[config.mk]
export PLATFORM = sky130hd
export DESIGN_NAME = vga_sync_gen
export DESIGN_NICKNAME = d
export VERILOG_FILES = /design/src/rtl/vga_sync_gen.sv
export SDC_FILE = /design/constraint.sdc
export NUM_CORES = 1
export LEC_CHECK = 0
export CAP_MARGIN = 20
export CORE_MARGIN = 10
export CORE_UTILIZATION = 46
export DETAILED_ROUTE_END_ITERATION = 12
export HOLD_SLACK_MARGIN = 0.03
export PLACE_DENSITY = 0.7
export SLEW_MARGIN = 10
export SYNTH_ARGS = -nofsm -noshare
export SYNTH_HDL_FRONTEND = slang
export SYNTH_SLANG_ARGS = --single-unit
[constraint.sdc]
create_clock -name clk -period 1.98 [get_ports clk]
set_input_delay 0.396 -clock clk [delete_from_list [all_inputs] [get_ports clk]]
set_output_delay 0.396 -clock clk [all_outputs]
set_load 0.01 [all_outputs]
[src/rtl/vga_sync_gen.sv]
// 640x480 @ 60 Hz VGA timing generator: pixel-rate divider, horizontal/vertical
// counters and registered sync / visible-area / coordinate decodes.
module vga_sync_gen #(
  parameter int unsigned CLK_DIV   = 2,
  parameter int unsigned H_VISIBLE = 640,
  parameter int unsigned H_FRONT   = 16,
  parameter int unsigned H_SYNC    = 96,
  parameter int unsigned H_BACK    = 48,
  parameter int unsigned V_VISIBLE = 480,
  parameter int unsigned V_FRONT   = 10,
  parameter int unsigned V_SYNC    = 2,
  parameter int unsigned V_BACK    = 33
) (
  input  logic       clk,
  input  logic       clr,
  output logic       hsync,
  output logic       vsync,
  output logic       vga_on,
  output logic [9:0] Pixel_X,
  output logic [8:0] Pixel_Y,
  output logic       pix_tick,
  output logic       frame_start
);

  localparam int unsigned H_TOTAL = H_VISIBLE + H_FRONT + H_SYNC + H_BACK;
  localparam int unsigned V_TOTAL = V_VISIBLE + V_FRONT + V_SYNC + V_BACK;

  localparam logic [9:0] DIV_LAST = 10'(CLK_DIV - 1);
  localparam logic [9:0] H_LAST   = 10'(H_TOTAL - 1);
  localparam logic [9:0] V_LAST   = 10'(V_TOTAL - 1);
  localparam logic [9:0] H_VIS    = 10'(H_VISIBLE);
  localparam logic [9:0] V_VIS    = 10'(V_VISIBLE);
  localparam logic [9:0] HS_BEGIN = 10'(H_VISIBLE + H_FRONT);
  localparam logic [9:0] HS_END   = 10'(H_VISIBLE + H_FRONT + H_SYNC);
  localparam logic [9:0] VS_BEGIN = 10'(V_VISIBLE + V_FRONT);
  localparam logic [9:0] VS_END   = 10'(V_VISIBLE + V_FRONT + V_SYNC);

  logic [9:0] div_cnt;
  logic [9:0] h_cnt;
  logic [9:0] v_cnt;
  logic       frame_wrap;

  logic tick;
  logic h_end;
  logic v_end;
  logic h_vis;
  logic v_vis;
  logic in_hsync;
  logic in_vsync;

  assign tick     = (div_cnt == DIV_LAST);
  assign h_end    = (h_cnt == H_LAST);
  assign v_end    = (v_cnt == V_LAST);
  assign h_vis    = (h_cnt < H_VIS);
  assign v_vis    = (v_cnt < V_VIS);
  assign in_hsync = (h_cnt >= HS_BEGIN) && (h_cnt < HS_END);
  assign in_vsync = (v_cnt >= VS_BEGIN) && (v_cnt < VS_END);

  // Divider and raster counters. frame_wrap marks the tick that returns the
  // raster to (0,0) by counting, so a reset never looks like a new frame.
  always_ff @(posedge clk) begin
    // NOTE: non-blocking assignments keep every register reading the
    // pre-edge values of the others, which is what makes them a coherent set.
    if (!clr) begin
      div_cnt    <= '0;
      h_cnt      <= '0;
      v_cnt      <= '0;
      frame_wrap <= 1'b0;
    end else begin
      div_cnt    <= tick ? '0 : div_cnt + 10'd1;
      frame_wrap <= tick && h_end && v_end;
      if (tick) begin
        if (h_end) begin
          h_cnt <= '0;
          v_cnt <= v_end ? '0 : v_cnt + 10'd1;
        end else begin
          h_cnt <= h_cnt + 10'd1;
        end
      end
    end
  end

  // All outputs decode the same counter snapshot, so they lag the counters by
  // one clk together and never skew against each other.
  always_ff @(posedge clk) begin
    if (!clr) begin
      hsync       <= 1'b1;
      vsync       <= 1'b1;
      vga_on      <= 1'b0;
      Pixel_X     <= '0;
      Pixel_Y     <= '0;
      pix_tick    <= 1'b0;
      frame_start <= 1'b0;
    end else begin
      hsync       <= !in_hsync;
      vsync       <= !in_vsync;
      vga_on      <= h_vis && v_vis;
      Pixel_X     <= h_cnt;
      // Blank lines would otherwise alias onto low rows through the 9-bit slice.
      Pixel_Y     <= v_vis ? v_cnt[8:0] : '0;
      pix_tick    <= tick;
      frame_start <= frame_wrap;
    end
  end

endmodule
# Word level (Yosys, flattened, before mapping)
# Cells that the tools add are included.
# totals
ff_bits	55
out_inout_bits	24
elab_cells	36
# op_classes
n_addsub	3
n_lt_le_gt_ge	6
n_eq_ne	3
mux	2
n_bitwise	1
reduce_logical	10
# op_table
cell	n
10-bit by 1-bit adder with 10-bit output (second input constant)	3
10-bit equality test (second input constant)	2
10-bit less-than comparator (second input constant)	2
10-bit by 9-bit less-than comparator with 1-bit output (second input constant)	2
10-bit 2-to-1 mux	2
10-bit by 1-bit equality test with 1-bit output (second input constant)	1
10-bit >= comparator (second input constant)	1
10-bit by 9-bit >= comparator with 1-bit output (second input constant)	1
1-bit logical AND	5
2-bit AND reduction	2
1-bit logical NOT	2
2-bit OR reduction	1
1-bit NOT	1

# Logic depth before layout (Yosys ltp)
# Gate-level depths: netlist of the first run.
# logic_depth
word_depth	3
mapped_depth	8
ltp_nobuf	6

# Worst setup path before layout of the first run
# No wires, ideal clock.
# synth_path
path_type	register to register
start	register h_cnt[0]
end	register v_cnt[0]
arrival_ps	1970
required_ps	1909
path_slack_ps	-61
path_stages_with_launch	7
path_buffers	1
synth_period_minus_slack_ps	2041
cell_sequence	dfxtp_1 -> ha_1 -> nand4_1 -> or4_4 -> buf_6 -> or4_1 -> a21oi_1
# synth_between
elab_chain_cells	2
# synth_lines
item	line_no	rtl
from (decl)	39	logic [9:0] h_cnt;
from (signal assigned)	77	h_cnt <= h_cnt + 10'd1;
10-bit equality test	52	assign h_end = (h_cnt == H_LAST);
2-bit AND reduction (no source line)	--	
to (signal assigned)	75	v_cnt <= v_end ? '0 : v_cnt + 10'd1;
to (decl)	40	logic [9:0] v_cnt;
# No other way between the ends.
# A chain may end at the register's enable or synchronous reset.

# Worst setup path after layout of the first run
# layout_path
start	register h_cnt[5]
end	register v_cnt[5]
# Same word-level chain as after synthesis.

==> flow_metrics.py, run 1 <==
metrics = {
    "power": {
        "p_leak_uw": 0.00102,
        "peakVddDrop_v": 0.000486,
        "power_density_nw_per_um2": 733,
    },
    "critical_path": {
        "worstSetupEndpoint": "v_cnt[5]",
        "cp.arrival_ns": 2.16,
        "required_ns": 2.22,
        "cp_cell_sequence": "or2_1 > or4_4 > or4_1 > a21oi_1",
        "worstReg2RegEnd": "v_cnt[5]",
        "critPathKind": "reg2reg",
        "cp_slowest_cell": "or4_4",
        "critPathLaunch": "h_cnt[5]",
        "path_max_fanout": 13,
        "r2r_slack_ns": 0.06,
        "critPathMaxStageDelay_ns": 0.57,
        "cp-start-kind": "flop",
        "rr_worst_depth": 4,
        "end_kind": "flop",
        "worstReg2RegStart": "h_cnt[5]",
    },
    "sta": {
        "finalHoldViolCount": 0,
        "finalMaxSlewViolations": 0,
        "setup_ws_ns": 0.0586,
        "fin_crit_sh_pct": 97.0,
        "tns_ns": 0,
        "tightest_slew_ns": 0.412,
        "max-slew-margin-rel_pct": 72.1,
        "clock_skew_ns": 0.00724,
        "whs_ns": 0.441,
        "finalSetupViolCount": 0,
        "grt_setup_unrepaired": "false",
        "max_freq_ghz": 0.520,
        "finalWorstPathRequiredPeriod_ns": 1.92,
    },
    "clock_tree": {
        "cts-root-buf": "clkbuf_8",
        "cts.clk_slew.worst_paths_ns": 0.10,
        "cts_hold_buf": 0,
        "cts_tree": "done",
        "clock_sinks": 55,
        "clk_latency_ns": 0.31,
        "cts_max_level": 2,
        "cts_buffers": 5,
        "cts_buffer_depth": 2,
    },
    "yosys": {
        "ys_ff_latch": 55,
        "ys_seq_area_share_pct": 49.2,
        "synth_top_area_cell": "dfxtp_1",
        "syn_inst": 241,
        "synth-edff-count": 0,
        "synth_nets": 249,
        "synth_area_sq_um": 2240,
        "synth_top_area_share_pct": 49.2,
        "yosys_warnings": 0,
        "synth_flop_cell": "dfxtp_1",
        "synth-simple-area-share_pct": 29.3,
        "synth_area_per_cell_sq_um": 9.29,
        "synth_top_family_by_area": "simple AND/OR/NAND/NOR gates",
        "synth_compound_area_share_pct": 10.3,
        "synthTopCellsByArea": "dfxtp_1 49%, and2_1 5.0%, nor2_1 3.5%",
        "synth_cell_types": 41,
        "async_reset_ff_share_pct": 0,
        "synth-xor-area-share_pct": 3.91,
        "yosys.area_share.adder_pct": 3.35,
        "synthMuxAreaShare_pct": 0.503,
    },
    "finish": {
        "regArea_sq_um": 1100,
        "fin_cells": 349,
        "final_common_cell": "dfxtp_1",
        "final_core_util_pct": 60.3,
        "syn2layout_area_growth_pct": 27.2,
        "diodes": 0,
        "mostFrequentLayoutCells": "52 x dfxtp_1, 25 x clkdlybuf4s50_1, 21 x nor2_1, 18 x and2_1, 17 x buf_4",
        "layout-drive-gt1-share_pct": 14.2,
        "final_nets": 289,
        "num-fill-cells": 415,
        "multi_input_area_sq_um": 1110,
    },
    "placement": {
        "dp_worst_setup_slack_ns": 0.0149,
        "dp_hpwl_mm": 3.49,
        "dp_cells": 341,
        "gp_congestion": 0.821,
        "io_buffers": 25,
    },
    "die": {
        "die_h_um": 89.8,
        "fp.dieW_um": 89.8,
        "rows": 25,
        "start_util_pct": 47.4,
        "ioPinCount": 26,
        "die_area_sq_um": 8060,
        "core-area_sq_um": 4720,
    },
    "drt": {
        "wl_per_cell_um": 14.0,
        "drt_iter0_drc": 125,
        "ant_nets": 0,
        "via_per_inst": 5.43,
        "vias": 1894,
        "postRouteWirelength_mm": 4.89,
        "remaining_drc_errors": 0,
        "firstDrtPassIters": 4,
    },
    "run_status": {
        "status": "completed",
    },
    "global_routing": {
        "antenna_found_initial": 0,
        "grtUsageTotal_pct": 12.2,
        "grt_max_degree": 25,
        "grt_pass1_vias": 1852,
        "grt_overflow": 0,
        "grt_pass1_wl_mm": 8.52,
    },
    "flow_run": {
        "drv_cap": 0,
    },
    "min_path": {
        "hp-class": "reg2reg",
    },
}
## critical path: cells and delay by family, from the launching register on
family | cells | cell delay (ns)
AND/OR/NAND/NOR | 3 | 1.33
flip-flops | 1 | 0.35
AO/OA/AOI/OAI | 1 | 0.17
## report_power, final
part	internal [uW]	switching, uW	leakage, uW
clock	409	355	0.0000612
combinational	73.2	105	0.000518
sequential	1130	14.5	0.000446
## registers in the layout (all words and copies together), names as in the netlist, 9 cells and up
signal and flops:
Pixel_X 10, Pixel_Y 9, div_cnt 10, h_cnt 10
v_cnt 10
## how the worst min path moves through the flow
stage	start	endpoint	slack (ns)	depth (start not counted)
6_report	frame_wrap	frame_start	0.44	1
2_1_floorplan	frame_wrap	frame_start	0.41	1
3_3_place_gp	frame_wrap	frame_start	0.42	1
4_1_cts	frame_wrap	frame_start	0.45	1
5_1_grt	frame_wrap	frame_start	0.46	1
3_5_place_dp	frame_wrap	frame_start	0.42	1
## cells by family after synthesis
| kind of cell | after synthesis |
|---|---|
| DFF | 55 |
| muxes | 1 |
| and+or+nand+nor | 116 |
| adders and majority gates | 6 |
| buffers and inverters | 18 |
| xor gates and xnor gates | 10 |
| AOI/OAI and AO/OA | 35 |
## repair_timing
item / CTS / global route
resized for setup: 0 / 10
endpoints found under the hold margin: 0 / 0
pin swaps: 1 / 0
setup buffers: 0 / 0
endpoints found under the setup margin: 2 / 11
## area by class of cell
class                           count  share of cell area [%]
Tap cell                           67                    2.95
Multi-Input combinational cell    168                    39.1
Sequential cell                    55                    38.8
Timing Repair Buffer               43                    14.0
Inverter                            8                    1.05
Clock inverter                      2                    1.23
Clock buffer                        6                    2.90
## cells in the mapped netlist (2+ instances only)
cell type and number:
dfxtp_1 55, nor2_1 21, and2_1 18, nand2_1 14
nand3_1 13, nand4_1 9, a21oi_1 8, clkbuf_1 8
and3_1 7, inv_1 7, xor2_1 7, ha_1 6
o21ai_0 6, a211oi_1 5, or4_1 5, nand2b_1 4
or3_1 4, and4_1 3, nand4b_1 3, nor3_1 3
o22ai_1 3, o31ai_1 3, o41ai_1 3, xnor2_1 3
a31oi_1 2, nor2b_1 2, nor3b_1 2, nor4b_1 2
o221ai_1 2, o32ai_1 2
## layer usage
metal	share of wire [%]	global-route usage (%)	vias up
li1	-	-	937
met1	45	14.7	897
met2	47	19.0	54
met3	7.0	4.66	6
met4	1.2	5.12	0
met5	0	0	-
## through the flow
| step | total power, uW | area (sq um) |
|---|---|---|
| 5_1_grt | 2170 | 2850 |
| 6_report | 2090 | 2850 |
| 3_5_place_dp | 1340 | 2690 |
| 4_1_cts | 2100 | 2810 |
| 3_3_place_gp | 1340 | 2690 |
| 2_1_floorplan | 1260 | 2250 |
Power figures use the tool's default switching activity.
==> run 2, diff against run 1 <==
--- a/config.mk
+++ b/config.mk
@@ -5,7 +5,7 @@
 export SDC_FILE = /design/constraint.sdc
 export NUM_CORES = 1
 export LEC_CHECK = 0
-export CAP_MARGIN = 20
+export CAP_MARGIN = 10
 export CORE_MARGIN = 10
 export CORE_UTILIZATION = 46
 export DETAILED_ROUTE_END_ITERATION = 12
==> results of run 2 <==
The final DEF is identical to that of run 1; final timing and power are the same.
==> run 3, diff against run 2 <==
--- a/config.mk
+++ b/config.mk
@@ -9,7 +9,7 @@
 export CORE_MARGIN = 10
 export CORE_UTILIZATION = 46
 export DETAILED_ROUTE_END_ITERATION = 12
-export HOLD_SLACK_MARGIN = 0.03
+export HOLD_SLACK_MARGIN = 0.1
 export PLACE_DENSITY = 0.7
 export SLEW_MARGIN = 10
 export SYNTH_ARGS = -nofsm -noshare
==> results of run 3 <==
The final DEF is identical to that of run 1; final timing and power are the same.
